### config.mk
export PLATFORM = sky130hd
export DESIGN_NAME = load_read_unit_flat
export DESIGN_NICKNAME = d
export VERILOG_FILES = /design/src/rtl/load_read_unit_pkg.sv /design/src/rtl/load_read_unit_if.sv /design/src/rtl/load_read_unit_extract.sv /design/src/rtl/load_read_unit.sv /design/src/flat_wrapper.sv
export SDC_FILE = /design/constraint.sdc
export NUM_CORES = 1
export LEC_CHECK = 0
export CAP_MARGIN = 10
export CORE_MARGIN = 2
export CORE_UTILIZATION = 35
export DETAILED_ROUTE_END_ITERATION = 12
export GPL_TIMING_DRIVEN = 0
export HOLD_SLACK_MARGIN = 0.15
export PLACE_DENSITY_LB_ADDON = 0.3
export SYNTH_ARGS = -nofsm -noshare
export SYNTH_HDL_FRONTEND = slang
export SYNTH_HIERARCHICAL = 1
export SYNTH_SLANG_ARGS = --single-unit
### constraint.sdc
create_clock -name clk -period 3.2 [get_ports clk]
set_clock_uncertainty 0.05 [all_clocks]
set_input_delay 0.64 -clock clk [delete_from_list [all_inputs] [get_ports clk]]
set_output_delay 0.64 -clock clk [all_outputs]
set_load 0.005 [all_outputs]
### src/rtl/load_read_unit_pkg.sv
// Shared definitions for the load read unit: data width, funct3 load encodings,
// FSM states and the request legality check.
package load_read_unit_pkg;

    localparam int DATA_W = 32;

    typedef enum logic [2:0] {
        F3_LB  = 3'd0,
        F3_LH  = 3'd1,
        F3_LW  = 3'd2,
        F3_LBU = 3'd4,
        F3_LHU = 3'd5
    } load_f3_e;

    typedef enum logic [1:0] {
        ST_IDLE = 2'd0,
        ST_REQ  = 2'd1,
        ST_DONE = 2'd2
    } lru_state_e;

    // True when the request must bypass memory: unknown funct3 or a misaligned access.
    function automatic logic load_is_err(input logic [2:0] funct3, input logic [1:0] addr_lo);
        case (funct3)
            F3_LB, F3_LBU: return 1'b0;
            F3_LH, F3_LHU: return addr_lo[0];
            F3_LW:         return addr_lo != 2'b00;
            default:       return 1'b1;
        endcase
    endfunction

endpackage

### src/rtl/load_read_unit_if.sv
// Pipeline request, data RAM read and writeback signals of the load read unit.
// Handshakes: a transfer happens on a rising edge where valid && ready (ld_*, wb_*);
// mem_req/mem_addr stay stable until a cycle with mem_ack.
interface load_read_unit_if;
    import load_read_unit_pkg::*;

    logic              ld_valid;
    logic              ld_ready;
    logic [31:0]       ld_addr;
    logic [2:0]        ld_funct3;
    logic [4:0]        ld_rd;
    logic              mem_req;
    logic [31:0]       mem_addr;
    logic              mem_ack;
    logic [DATA_W-1:0] mem_rdata;
    logic              wb_valid;
    logic              wb_ready;
    logic [DATA_W-1:0] wb_data;
    logic [4:0]        wb_rd;
    logic              wb_err;

    modport master (
        output ld_valid, ld_addr, ld_funct3, ld_rd, mem_ack, mem_rdata, wb_ready,
        input  ld_ready, mem_req, mem_addr, wb_valid, wb_data, wb_rd, wb_err
    );

    modport slave (
        input  ld_valid, ld_addr, ld_funct3, ld_rd, mem_ack, mem_rdata, wb_ready,
        output ld_ready, mem_req, mem_addr, wb_valid, wb_data, wb_rd, wb_err
    );

endinterface

### src/rtl/load_read_unit_extract.sv
// Combinational lane selection and sign/zero extension of a little-endian RAM word.
module load_extract
    import load_read_unit_pkg::*;
(
    input  logic [DATA_W-1:0] rdata_i,
    input  logic [1:0]        addr_i,
    input  logic [2:0]        funct3_i,
    output logic [DATA_W-1:0] data_o
);

    logic [7:0]  byte_v;
    logic [15:0] half_v;

    always_comb begin
        byte_v = 8'd0;
        case (addr_i)
            2'd0: byte_v = rdata_i[7:0];
            2'd1: byte_v = rdata_i[15:8];
            2'd2: byte_v = rdata_i[23:16];
            2'd3: byte_v = rdata_i[31:24];
            default: byte_v = 8'd0;
        endcase
        half_v = addr_i[1] ? rdata_i[31:16] : rdata_i[15:0];

        data_o = '0;
        case (funct3_i)
            F3_LB:   data_o = {{24{byte_v[7]}}, byte_v};
            F3_LH:   data_o = {{16{half_v[15]}}, half_v};
            F3_LW:   data_o = rdata_i;
            F3_LBU:  data_o = {24'd0, byte_v};
            F3_LHU:  data_o = {16'd0, half_v};
            default: data_o = '0;
        endcase
    end

endmodule

### src/rtl/load_read_unit.sv
// Single-outstanding load unit: accepts a load, reads one RAM word with a timeout,
// extracts the addressed lane and holds the result until writeback.
module load_read_unit
    import load_read_unit_pkg::*;
#(
    parameter int TIMEOUT_CYC = 16
) (
    input  logic             clk,
    input  logic             rst,
    load_read_unit_if.slave  bus,
    output lru_state_e       dbg_state_o
);

    localparam int CNT_W = $clog2(TIMEOUT_CYC + 1);

    lru_state_e        state_q;
    logic [1:0]        addr_lo_q;
    logic [2:0]        funct3_q;
    logic [CNT_W-1:0]  cnt_q;
    logic              mem_req_q;
    logic [31:0]       mem_addr_q;
    logic              wb_valid_q;
    logic [DATA_W-1:0] wb_data_q;
    logic [4:0]        wb_rd_q;
    logic              wb_err_q;
    logic [DATA_W-1:0] ext_data_d;

    load_extract u_extract (
        .rdata_i  (bus.mem_rdata),
        .addr_i   (addr_lo_q),
        .funct3_i (funct3_q),
        .data_o   (ext_data_d)
    );

    always_ff @(posedge clk) begin
        if (rst) begin
            state_q    <= ST_IDLE;
            addr_lo_q  <= 2'd0;
            funct3_q   <= 3'd0;
            cnt_q      <= '0;
            mem_req_q  <= 1'b0;
            mem_addr_q <= 32'd0;
            wb_valid_q <= 1'b0;
            wb_data_q  <= '0;
            wb_rd_q    <= 5'd0;
            wb_err_q   <= 1'b0;
        end else begin
            case (state_q)
                ST_IDLE: begin
                    if (bus.ld_valid) begin
                        addr_lo_q <= bus.ld_addr[1:0];
                        funct3_q  <= bus.ld_funct3;
                        wb_rd_q   <= bus.ld_rd;
                        if (load_is_err(bus.ld_funct3, bus.ld_addr[1:0])) begin
                            state_q    <= ST_DONE;
                            wb_valid_q <= 1'b1;
                            wb_data_q  <= '0;
                            wb_err_q   <= 1'b1;
                        end else begin
                            state_q    <= ST_REQ;
                            mem_req_q  <= 1'b1;
                            mem_addr_q <= {bus.ld_addr[31:2], 2'b00};
                            cnt_q      <= '0;
                        end
                    end
                end
                ST_REQ: begin
                    // An ack in the final allowed cycle still completes normally.
                    if (bus.mem_ack) begin
                        state_q    <= ST_DONE;
                        mem_req_q  <= 1'b0;
                        wb_valid_q <= 1'b1;
                        wb_data_q  <= ext_data_d;
                        wb_err_q   <= 1'b0;
                    end else begin
                        cnt_q <= cnt_q + 1'b1;
                        if (cnt_q == CNT_W'(TIMEOUT_CYC - 1)) begin
                            state_q    <= ST_DONE;
                            mem_req_q  <= 1'b0;
                            wb_valid_q <= 1'b1;
                            wb_data_q  <= '0;
                            wb_err_q   <= 1'b1;
                        end
                    end
                end
                ST_DONE: begin
                    if (bus.wb_ready) begin
                        state_q    <= ST_IDLE;
                        wb_valid_q <= 1'b0;
                    end
                end
                default: state_q <= ST_IDLE;
            endcase
        end
    end

    assign bus.ld_ready  = (state_q == ST_IDLE);
    assign bus.mem_req   = mem_req_q;
    assign bus.mem_addr  = mem_addr_q;
    assign bus.wb_valid  = wb_valid_q;
    assign bus.wb_data   = wb_data_q;
    assign bus.wb_rd     = wb_rd_q;
    assign bus.wb_err    = wb_err_q;
    assign dbg_state_o   = state_q;

endmodule

### src/flat_wrapper.sv
// flat-port wrapper written by rule: the top's interface ports become plain ports
module load_read_unit_flat import load_read_unit_pkg::*;
#(
    parameter int TIMEOUT_CYC = 16
)
  (clk, rst, dbg_state_o, bus_ld_valid, bus_ld_addr, bus_ld_funct3, bus_ld_rd, bus_mem_ack, bus_mem_rdata, bus_wb_ready, bus_ld_ready, bus_mem_req, bus_mem_addr, bus_wb_valid, bus_wb_data, bus_wb_rd, bus_wb_err);
  load_read_unit_if bus_i ();
  input  logic clk;
  input  logic rst;
  output lru_state_e dbg_state_o;
  input wire logic [$bits(bus_i.ld_valid)-1:0] bus_ld_valid;
  input wire logic [$bits(bus_i.ld_addr)-1:0] bus_ld_addr;
  input wire logic [$bits(bus_i.ld_funct3)-1:0] bus_ld_funct3;
  input wire logic [$bits(bus_i.ld_rd)-1:0] bus_ld_rd;
  input wire logic [$bits(bus_i.mem_ack)-1:0] bus_mem_ack;
  input wire logic [$bits(bus_i.mem_rdata)-1:0] bus_mem_rdata;
  input wire logic [$bits(bus_i.wb_ready)-1:0] bus_wb_ready;
  output wire logic [$bits(bus_i.ld_ready)-1:0] bus_ld_ready;
  output wire logic [$bits(bus_i.mem_req)-1:0] bus_mem_req;
  output wire logic [$bits(bus_i.mem_addr)-1:0] bus_mem_addr;
  output wire logic [$bits(bus_i.wb_valid)-1:0] bus_wb_valid;
  output wire logic [$bits(bus_i.wb_data)-1:0] bus_wb_data;
  output wire logic [$bits(bus_i.wb_rd)-1:0] bus_wb_rd;
  output wire logic [$bits(bus_i.wb_err)-1:0] bus_wb_err;
  assign bus_i.ld_valid = bus_ld_valid;
  assign bus_i.ld_addr = bus_ld_addr;
  assign bus_i.ld_funct3 = bus_ld_funct3;
  assign bus_i.ld_rd = bus_ld_rd;
  assign bus_i.mem_ack = bus_mem_ack;
  assign bus_i.mem_rdata = bus_mem_rdata;
  assign bus_i.wb_ready = bus_wb_ready;
  assign bus_ld_ready = bus_i.ld_ready;
  assign bus_mem_req = bus_i.mem_req;
  assign bus_mem_addr = bus_i.mem_addr;
  assign bus_wb_valid = bus_i.wb_valid;
  assign bus_wb_data = bus_i.wb_data;
  assign bus_wb_rd = bus_i.wb_rd;
  assign bus_wb_err = bus_i.wb_err;
  load_read_unit #(.TIMEOUT_CYC(TIMEOUT_CYC)) u_core (.clk(clk), .rst(rst), .bus(bus_i), .dbg_state_o(dbg_state_o));
endmodule
; ---- Word level (Yosys, flattened, before mapping)
; Index checks and enable logic that the tools add are counted.
[op_classes]
add_sub_neg = 1
eq_ne = 20
mux = 35
bitwise_logic = 1
n_reduce_logical = 16
[op_table]
columns = op, count
row1 = 32-bit case mux with 5 select lines, 1
row2 = 32-bit 2-to-1 mux, 4
row3 = 32-bit case mux with 2 select lines, 1
row4 = 8-bit case mux with 4 select lines, 1
row5 = 16-bit 2-to-1 mux, 1
row6 = 5-bit 2-to-1 mux, 3
row7 = 1-bit 2-to-1 mux, 13
row8 = 3-bit == test (second input constant), 4
row9 = 4-bit AND reduction, 3
row10 = 2-bit 2-to-1 mux, 5
row11 = 5-bit case mux with 2 select lines, 1
row12 = 2-bit inequality test (second input constant), 4
row13 = 2-bit == test (second input constant), 3
row14 = 3-bit by 1-bit == test with 1-bit output (second input constant), 2
row15 = 3-bit by 2-bit == test with 1-bit output (second input constant), 2
row16 = 3-bit zero test, 2
row17 = 1-bit case mux with 3 select lines, 2
row18 = 2-bit case mux with 3 select lines, 1
row19 = 3-bit AND reduction, 2
row20 = 5-bit by 1-bit adder with 5-bit output (second input constant), 1
row21 = 5-bit by 4-bit == test with 1-bit output (second input constant), 1
row22 = 5-bit AND reduction, 1
row23 = 2-bit by 1-bit == test with 1-bit output (second input constant), 2
row24 = 2-bit zero test, 2
row25 = other kinds (8), 11
[totals]
regBits = 82
input_bits = 77
elab_cells = 83

; ---- Depth between registers and ports, before layout
; Gate-level depths: netlist (run 1).
[depth]
word_depth = 9
ltp_mapped = 7
mapped_depth_nobuf = 6

; ---- Cells and area by module
; The synthesis (run 1) kept the hierarchy.
[modules_own_cells]
columns = module, instances, cells_per_inst, area_each_um2
row1 = load_read_unit, 1, 369, 3374.5
row2 = load_extract, 1, 123, 935.9

; ---- Worst setup path after synthesis (run 1)
; No wires, ideal clock.
[synth_timing]
path_type = input to register
from = in bus_mem_rdata[15]
to = reg u_core.wb_data_q[30], in the netlist u_core/bus.wb_data[30]
setup_ps = 122
arrival_time_ps = 1639
required_time_ps = 3028
slack_ps = 1389
cell_stages = 6
path_cell_list = mux2_4 > a21boi_2 > buf_6 > a211oi_1 > a32oi_1 > o21ai_1
[synth_via]
elab_chain_len = 4
elab_cells_between_ends = 5
cone_classes = mux (5)
[synth_lines]
columns = element, line_no
row1 = "start, declared", flat_wrapper.sv:16  ; input wire logic [$bits(bus_i.mem_rdata)-1:0] bus_mem_rdata;
row2 = 8-bit case mux with 4 select lines / 16-bit 2-to-1 mux (equally long branches), "load_read_unit_extract.sv:16, load_read_unit_extract.sv:23"
row3 = 32-bit case mux with 5 select lines (*), load_read_unit_extract.sv:26  ; case (funct3_i)
row4 = named net u_core.ext_data_d[30], load_read_unit.sv:26  ; logic [DATA_W-1:0] ext_data_d;
row5 = 32-bit 2-to-1 mux (*), load_read_unit.sv:69  ; if (bus.mem_ack) begin
row6 = 32-bit case mux with 2 select lines (*), load_read_unit.sv:48  ; case (state_q)
row7 = "end signal, assigned", load_read_unit.sv:73  ; wb_data_q <= ext_data_d;
row8 = "end, declared", load_read_unit.sv:23  ; logic [DATA_W-1:0] wb_data_q;
; Mark *: on every way through the listed nets, which the timed path passes. The rest lies on a longest branch.
; A chain may end at the register's enable or synchronous reset.

; ---- Final worst setup path (run 1)
[layout_timing]
from = reg u_core.state_q[1], in the netlist u_core/dbg_state_o[1]
to = out bus_ld_ready
[layout_via]
elab_chain_len = 1
[layout_lines]
columns = element, line_no
row1 = "start, declared", load_read_unit.sv:16  ; lru_state_e state_q;
row2 = "start signal, assigned", load_read_unit.sv:37  ; state_q <= ST_IDLE;
row3 = "start signal, assigned", load_read_unit.sv:55  ; state_q <= ST_DONE;
row4 = "start signal, assigned", load_read_unit.sv:60  ; state_q <= ST_REQ;
row5 = 2-bit zero test, load_read_unit.sv:97  ; assign bus.ld_ready = (state_q == ST_IDLE);
row6 = "end, declared", flat_wrapper.sv:18  ; output wire logic [$bits(bus_i.ld_ready)-1:0] bus_ld_ready;
; Every way passes these cells.

==> results of run 1 <==
worst reg2reg max path, cell delays in order (launching register included):
cell and delay [ns]:
dfxtp_1 0.33, ha_1 0.22, and3_1 0.20, ha_1 0.21
o21ai_1 0.14, o311ai_1 0.26, buf_2 0.28, o21ai_1 0.16
layer usage:
metal  routed length [um]  up-vias  GRT usage
li1                     -     2122          -
met1                 5670     2010      0.249
met2                 6300      166      0.329
met3                  838       24     0.0343
met4                  338        0     0.0908
met5                    0        -          0
layout by cell type, fill, tap and decap left out, types with 13 or more instances in the layout:
cell type	instances
clkbuf_1	19
inv_1	36
clkdlybuf4s50_1	149
dfxtp_1	82
nand2_1	61
a21oi_1	30
mux2i_1	48
nor2_1	15
buf_2	13
a211oi_1	16
a32oi_1	34
a22oi_1	16
o21ai_1	37
per-stage QoR:
stage	hold slack, ns	area (um^2)	std cells	setup WS, ns	power [uW]
global placement	0.393	5990	789	0.472	1720
CTS	0.408	6300	805	0.523	2820
detailed placement	0.398	5990	789	0.480	1730
finish	0.406	6300	805	0.526	2800
global route	0.420	6300	805	0.410	2910
floorplan	0.401	4310	493	1.39	1450
state kept, by name, summed over array words and instances (netlist names):
signal,cells
u_core/funct3_q,3
u_core/bus.wb_rd,5
u_core/dbg_state_o,2
u_core/bus.mem_req,1
u_core/bus.wb_valid,1
u_core/bus.wb_data,32
u_core/bus.mem_addr,30
u_core/bus.wb_err,1
u_core/cnt_q,5
u_core/addr_lo_q,2
cells by family after synthesis:
group / after synthesis / synth area share
AND/OR/NAND/NOR: 100 / 0.105
flip-flops: 82 / 0.381
AO/OA/AOI/OAI: 162 / 0.267
multiplexers: 59 / 0.142
other: 1 / 0.000870
buffers and inverters: 86 / 0.0984
adder cells (fa/ha/maj): 2 / 0.00580
power by group through the flow:
stage / Combinational (uW) / Clock, uW / Sequential (uW)
6_report: 613 / 1090 / 1100
5_1_grt: 662 / 1150 / 1100
4_1_cts: 610 / 1110 / 1100
3_5_place_dp: 607 / 0 / 1120
3_3_place_gp: 598 / 0 / 1120
2_1_floorplan: 331 / 0 / 1120
worst min-delay path by stage:
stage                                  from                 endpoint  slack, ns
floorplan           u_core/bus.mem_addr[10]  u_core/bus.mem_addr[10]       0.40
global placement    u_core/bus.mem_addr[29]  u_core/bus.mem_addr[29]       0.39
detailed placement  u_core/bus.mem_addr[16]  u_core/bus.mem_addr[16]       0.40
CTS                 u_core/bus.mem_addr[16]  u_core/bus.mem_addr[16]       0.41
global route        u_core/bus.mem_addr[16]  u_core/bus.mem_addr[16]       0.42
finish              u_core/bus.mem_addr[16]  u_core/bus.mem_addr[16]       0.41
area by class of cell:
cell class	instances	area (um^2)	area share
Multi-Input combinational cell	325	2250	0.357
Sequential cell	82	1640	0.261
Timing Repair Buffer	149	1490	0.237
Buffer	48	282	0.0447
Clock buffer	9	225	0.0357
Tap cell	147	184	0.0292
Inverter	38	143	0.0226
Clock inverter	7	86.3	0.0137
==> impl_metrics.py, run 1 <==
metrics = {
    "yosys": {
        "yosysTopAreaCell": "dfxtp_1",
        "synth_top_area_frac": 0.381,
        "yosys_warnings": 6,
        "syn-cell-area_um2": 4310,
        "synth_edf_count": 0,
        "ys_top_cells_by_count": "dfxtp_1 (82), nand2_1 (61), mux2i_1 (48)",
        "synth_area_per_cell_um2": 8.76,
        "syn_inst": 492,
        "ys_ff_latch": 82,
        "synth_area_leaders": "dfxtp_1 (38%), mux2i_1 (11%), a32oi_1 (6.9%)",
        "ys_types": 50,
        "yosysSeqAreaShare": 0.381,
        "async_flop_share": 0,
        "ys.flop_type": "dfxtp_1",
        "yosysMostFrequentCell": "dfxtp_1",
    },
    "pwr": {
        "power.leakage_uw": 0.00220,
        "intPower_uw": 2000,
        "pwr_density_cell_nw_per_um2": 445,
        "pwr-share-clk": 0.390,
        "p_comb_frac": 0.219,
        "switching_power_uw": 800,
        "swShare": 0.285,
        "p_seq_frac": 0.391,
        "peakVddDrop_uv": 207,
    },
    "final_layout": {
        "fillers": 1131,
        "fin_nets": 732,
        "drive_gt1_frac": 0.102,
        "final_core_util": 0.525,
        "antenna_cells": 0,
        "area_growth_syn_to_layout_pct": 46.2,
    },
    "routing": {
        "ant_nets": 0,
        "drtPass1Iterations": 5,
        "drc": 0,
        "vias": 4322,
        "wl_per_cell_um": 16.3,
        "wl_mm": 13.2,
        "vias_per_cell": 5.37,
        "first_iter_violations": 341,
    },
    "global_route": {
        "grt.overflow.total": 0,
        "antenna_found_initial": 0,
        "grt_max_degree": 17,
        "grtUsageTotal": 0.197,
        "grt_pass1_vias": 4095,
        "grt_pass1_wl_mm": 20.7,
    },
    "clock_tree": {
        "cts_resized": 0,
        "ctsHoldBuffers": 0,
        "numCtsBuffers": 9,
        "clk_pin_slew_worst_paths_ns": 0.07,
        "cts_setup_buffers": 0,
        "clk_latency_ns": 0.35,
        "clock_sinks": 82,
        "cts_tree": "built",
        "clock-root-buffer": "clkbuf_16",
        "htreeDepth": 3,
        "clock_path_buffers": 2,
    },
    "sta": {
        "finalCritPeriodShare": 0.836,
        "max_freq_mhz": 374,
        "fin_tns_setup_ns": 0,
        "maxSlewHeadroom": 0.469,
        "hold_viol_final": 0,
        "fin_crit_ns": 2.67,
        "drv_slew": 0,
        "rsz0062_at_grt": "false",
        "worst_slew_pin_slew_ns": 0.784,
        "finalSetupViolCount": 0,
    },
    "die": {
        "die-area_um2": 13200,
        "die_y_um": 115,
        "core_area_um2": 12000,
        "row_count": 40,
        "start_util": 0.359,
        "die_width_um": 115,
        "io_pins": 152,
    },
    "min_path": {
        "min_path_cells": 2,
        "hold_class": "reg -> reg",
    },
    "setup_path": {
        "crit_buf_inv": 3,
        "cp_max_fo": 10,
        "crit_path_start_kind": "flop",
        "r2r_cells": 7,
        "crit_family": "buffers and inverters",
        "cp_data_arrival_time_ns": 1.98,
        "cp.required_ns": 2.51,
        "cpPeakStageDelay_ns": 0.48,
        "path_cells": "buf_2 -> clkbuf_1 -> nor2_1 -> clkdlybuf4s50_1",
        "crit_type": "reg -> out",
        "cp-endpoint": "bus_ld_ready",
        "worst_r2r_endpoint": "u_core/bus.wb_data[17]",
        "path_depth": 4,
        "cpMaxStageDelayCell": "clkdlybuf4s50_1",
        "timing.rr.start": "u_core/cnt_q[0]",
        "end_kind": "output pin",
        "startpoint": "u_core/dbg_state_o[1]",
        "ff2ff_setup_slack_ns": 1.28,
    },
    "placed_design": {
        "dpl.hpwl_mm": 10.1,
        "io_buffer_count": 149,
        "place.gp.congestion": 0.874,
    },
    "outcome": {
        "outcome": "finished clean",
    },
    "job": {
        "maxCapViolCount": 0,
    },
}
Power figures use the tool's default switching activity.
==> run 2, diff against run 1 <==
clock period = 2.3 ns   (was 3.2 ns; I/O delays follow)
==> impl_metrics.py, run 2 (same netlist as run 1, synthesis figures left out) <==
metrics = {
    "setup_path": {
        "r2r_cells": 7,
        "crit_path_start_kind": "flop",
        "cp_max_fo": 19,
        "cp_data_arrival_time_ns": 1.65,
        "end_kind": "output pin",
        "cp.required_ns": 1.79,
        "crit_type": "reg -> out",
    },
    "pwr": {
        "power.leakage_uw": 0.00220,
        "pwr_density_cell_nw_per_um2": 618,
        "peakVddDrop_uv": 288,
        "total_power_uw": 3900,
    },
    "global_route": {
        "antenna_found_initial": 0,
        "grtUsageTotal": 0.197,
        "grt_pass1_vias": 4085,
        "grt.overflow.total": 0,
        "grt_max_degree": 20,
        "grt_pass1_wl_mm": 20.6,
    },
    "placed_design": {
        "dpl.hpwl_mm": 10.1,
        "post_dp_cell_area_um2": 5990,
        "place_ws_ns": -0.240,
        "io_buffer_count": 149,
        "place.gp.congestion": 0.874,
    },
    "routing": {
        "drtPass1Iterations": 5,
        "ant_nets": 0,
        "vias": 4303,
        "drc": 0,
        "vias_per_cell": 5.35,
        "wl_per_cell_um": 16.2,
        "first_iter_violations": 301,
        "wl_mm": 13.0,
    },
    "final_layout": {
        "drive_gt1_frac": 0.104,
        "area_growth_syn_to_layout_pct": 46.3,
        "mostFrequentLayoutCell": "clkdlybuf4s50_1",
        "layout_common_cells": "clkdlybuf4s50_1 (149), dfxtp_1 (82), nand2_1 (61)",
        "final_core_util": 0.525,
        "antenna_cells": 0,
        "fin_nets": 731,
        "largest_reg_flops": 32,
        "design_area_um2": 6310,
    },
    "job": {
        "maxCapViolCount": 0,
    },
    "sta": {
        "finalCritPeriodShare": 0.940,
        "hold_slack_ns": 0.406,
        "drv_slew": 0,
        "max_freq_mhz": 462,
        "finalSetupViolCount": 0,
        "rsz0062_at_grt": "false",
        "maxSlewHeadroom": 0.583,
        "fin_ws_ns": 0.138,
        "worst_slew_pin_slew_ns": 0.623,
        "fin_crit_ns": 2.16,
        "hold_viol_final": 0,
    },
    "outcome": {
        "outcome": "finished clean",
    },
    "clock_tree": {
        "cts_setup_buffers": 0,
        "htreeDepth": 3,
        "clock_sinks": 82,
        "clk_latency_ns": 0.35,
        "clk_pin_slew_worst_paths_ns": 0.07,
        "clock_path_buffers": 2,
        "clock-root-buffer": "clkbuf_16",
        "numCtsBuffers": 9,
        "cts_tree": "built",
    },
    "min_path": {
        "min_path_cells": 2,
        "hold_class": "reg -> reg",
    },
    "die": {
        "row_count": 40,
        "die-area_um2": 13200,
        "start_util": 0.359,
        "die_width_um": 115,
        "core_area_um2": 12000,
        "io_pins": 152,
        "die_y_um": 115,
    },
}
run 2: changes by cell type in the layout (fill, tap and decap cells not counted):
cell      before  now
o311ai_1       1    0
buf_2         13   12
clkbuf_1      19   18
clkbuf_4       0    1
o311ai_2       0    1
run 2: metal layers:
layer,share of wire,vias to the layer above,GRT usage
met2,0.48,174,0.327
met5,0,-,0
li1,-,2116,-
met3,0.060,24,0.0343
met4,0.026,0,0.0908
met1,0.43,1989,0.249
run 2: cell type report:
cell class / instances / area [um^2]
clock buffer: 9 / 225
clock inverter: 7 / 86.3
buffer: 47 / 280
inverter: 38 / 143
fill: 1130 / 5700
tap: 147 / 184
multi-input combinational: 325 / 2260
timing repair buffer: 149 / 1490
sequential: 82 / 1640
run 2: where the power goes:
part	internal [uW]	switching [uW]	total (uW)
clock	864	653	1520
sequential	1480	42.4	1530
combinational	441	412	853
run 2: worst paths after layout:
path	from	end	slack, ns
worst max-delay path	u_core/dbg_state_o[1]	bus_ld_ready	0.14
worst min-delay path	u_core/bus.mem_addr[16]	u_core/bus.mem_addr[16]	0.41
worst max register to register	u_core/cnt_q[0]	u_core/bus.wb_data[17]	0.43
worst min register to register	u_core/bus.mem_addr[16]	u_core/bus.mem_addr[16]	0.41
run 2: per-stage QoR:
stage	TNS, ns	cells
6_report	0	804
5_1_grt	0	804
4_1_cts	0	804
3_5_place_dp	-7.28	789
3_3_place_gp	-7.34	789
2_1_floorplan	0	493
run 2: what timing repair did:
item / CTS / global route
resized for setup: 0 / 2
setup endpoints to repair: 1 / 23
hold buffers: 0 / 0
run 2: critical path, stage by stage (launching register included):
cell and delay [ns]:
dfxtp_1 0.35, clkbuf_4 0.24, nor2_1 0.18, clkdlybuf4s50_1 0.53
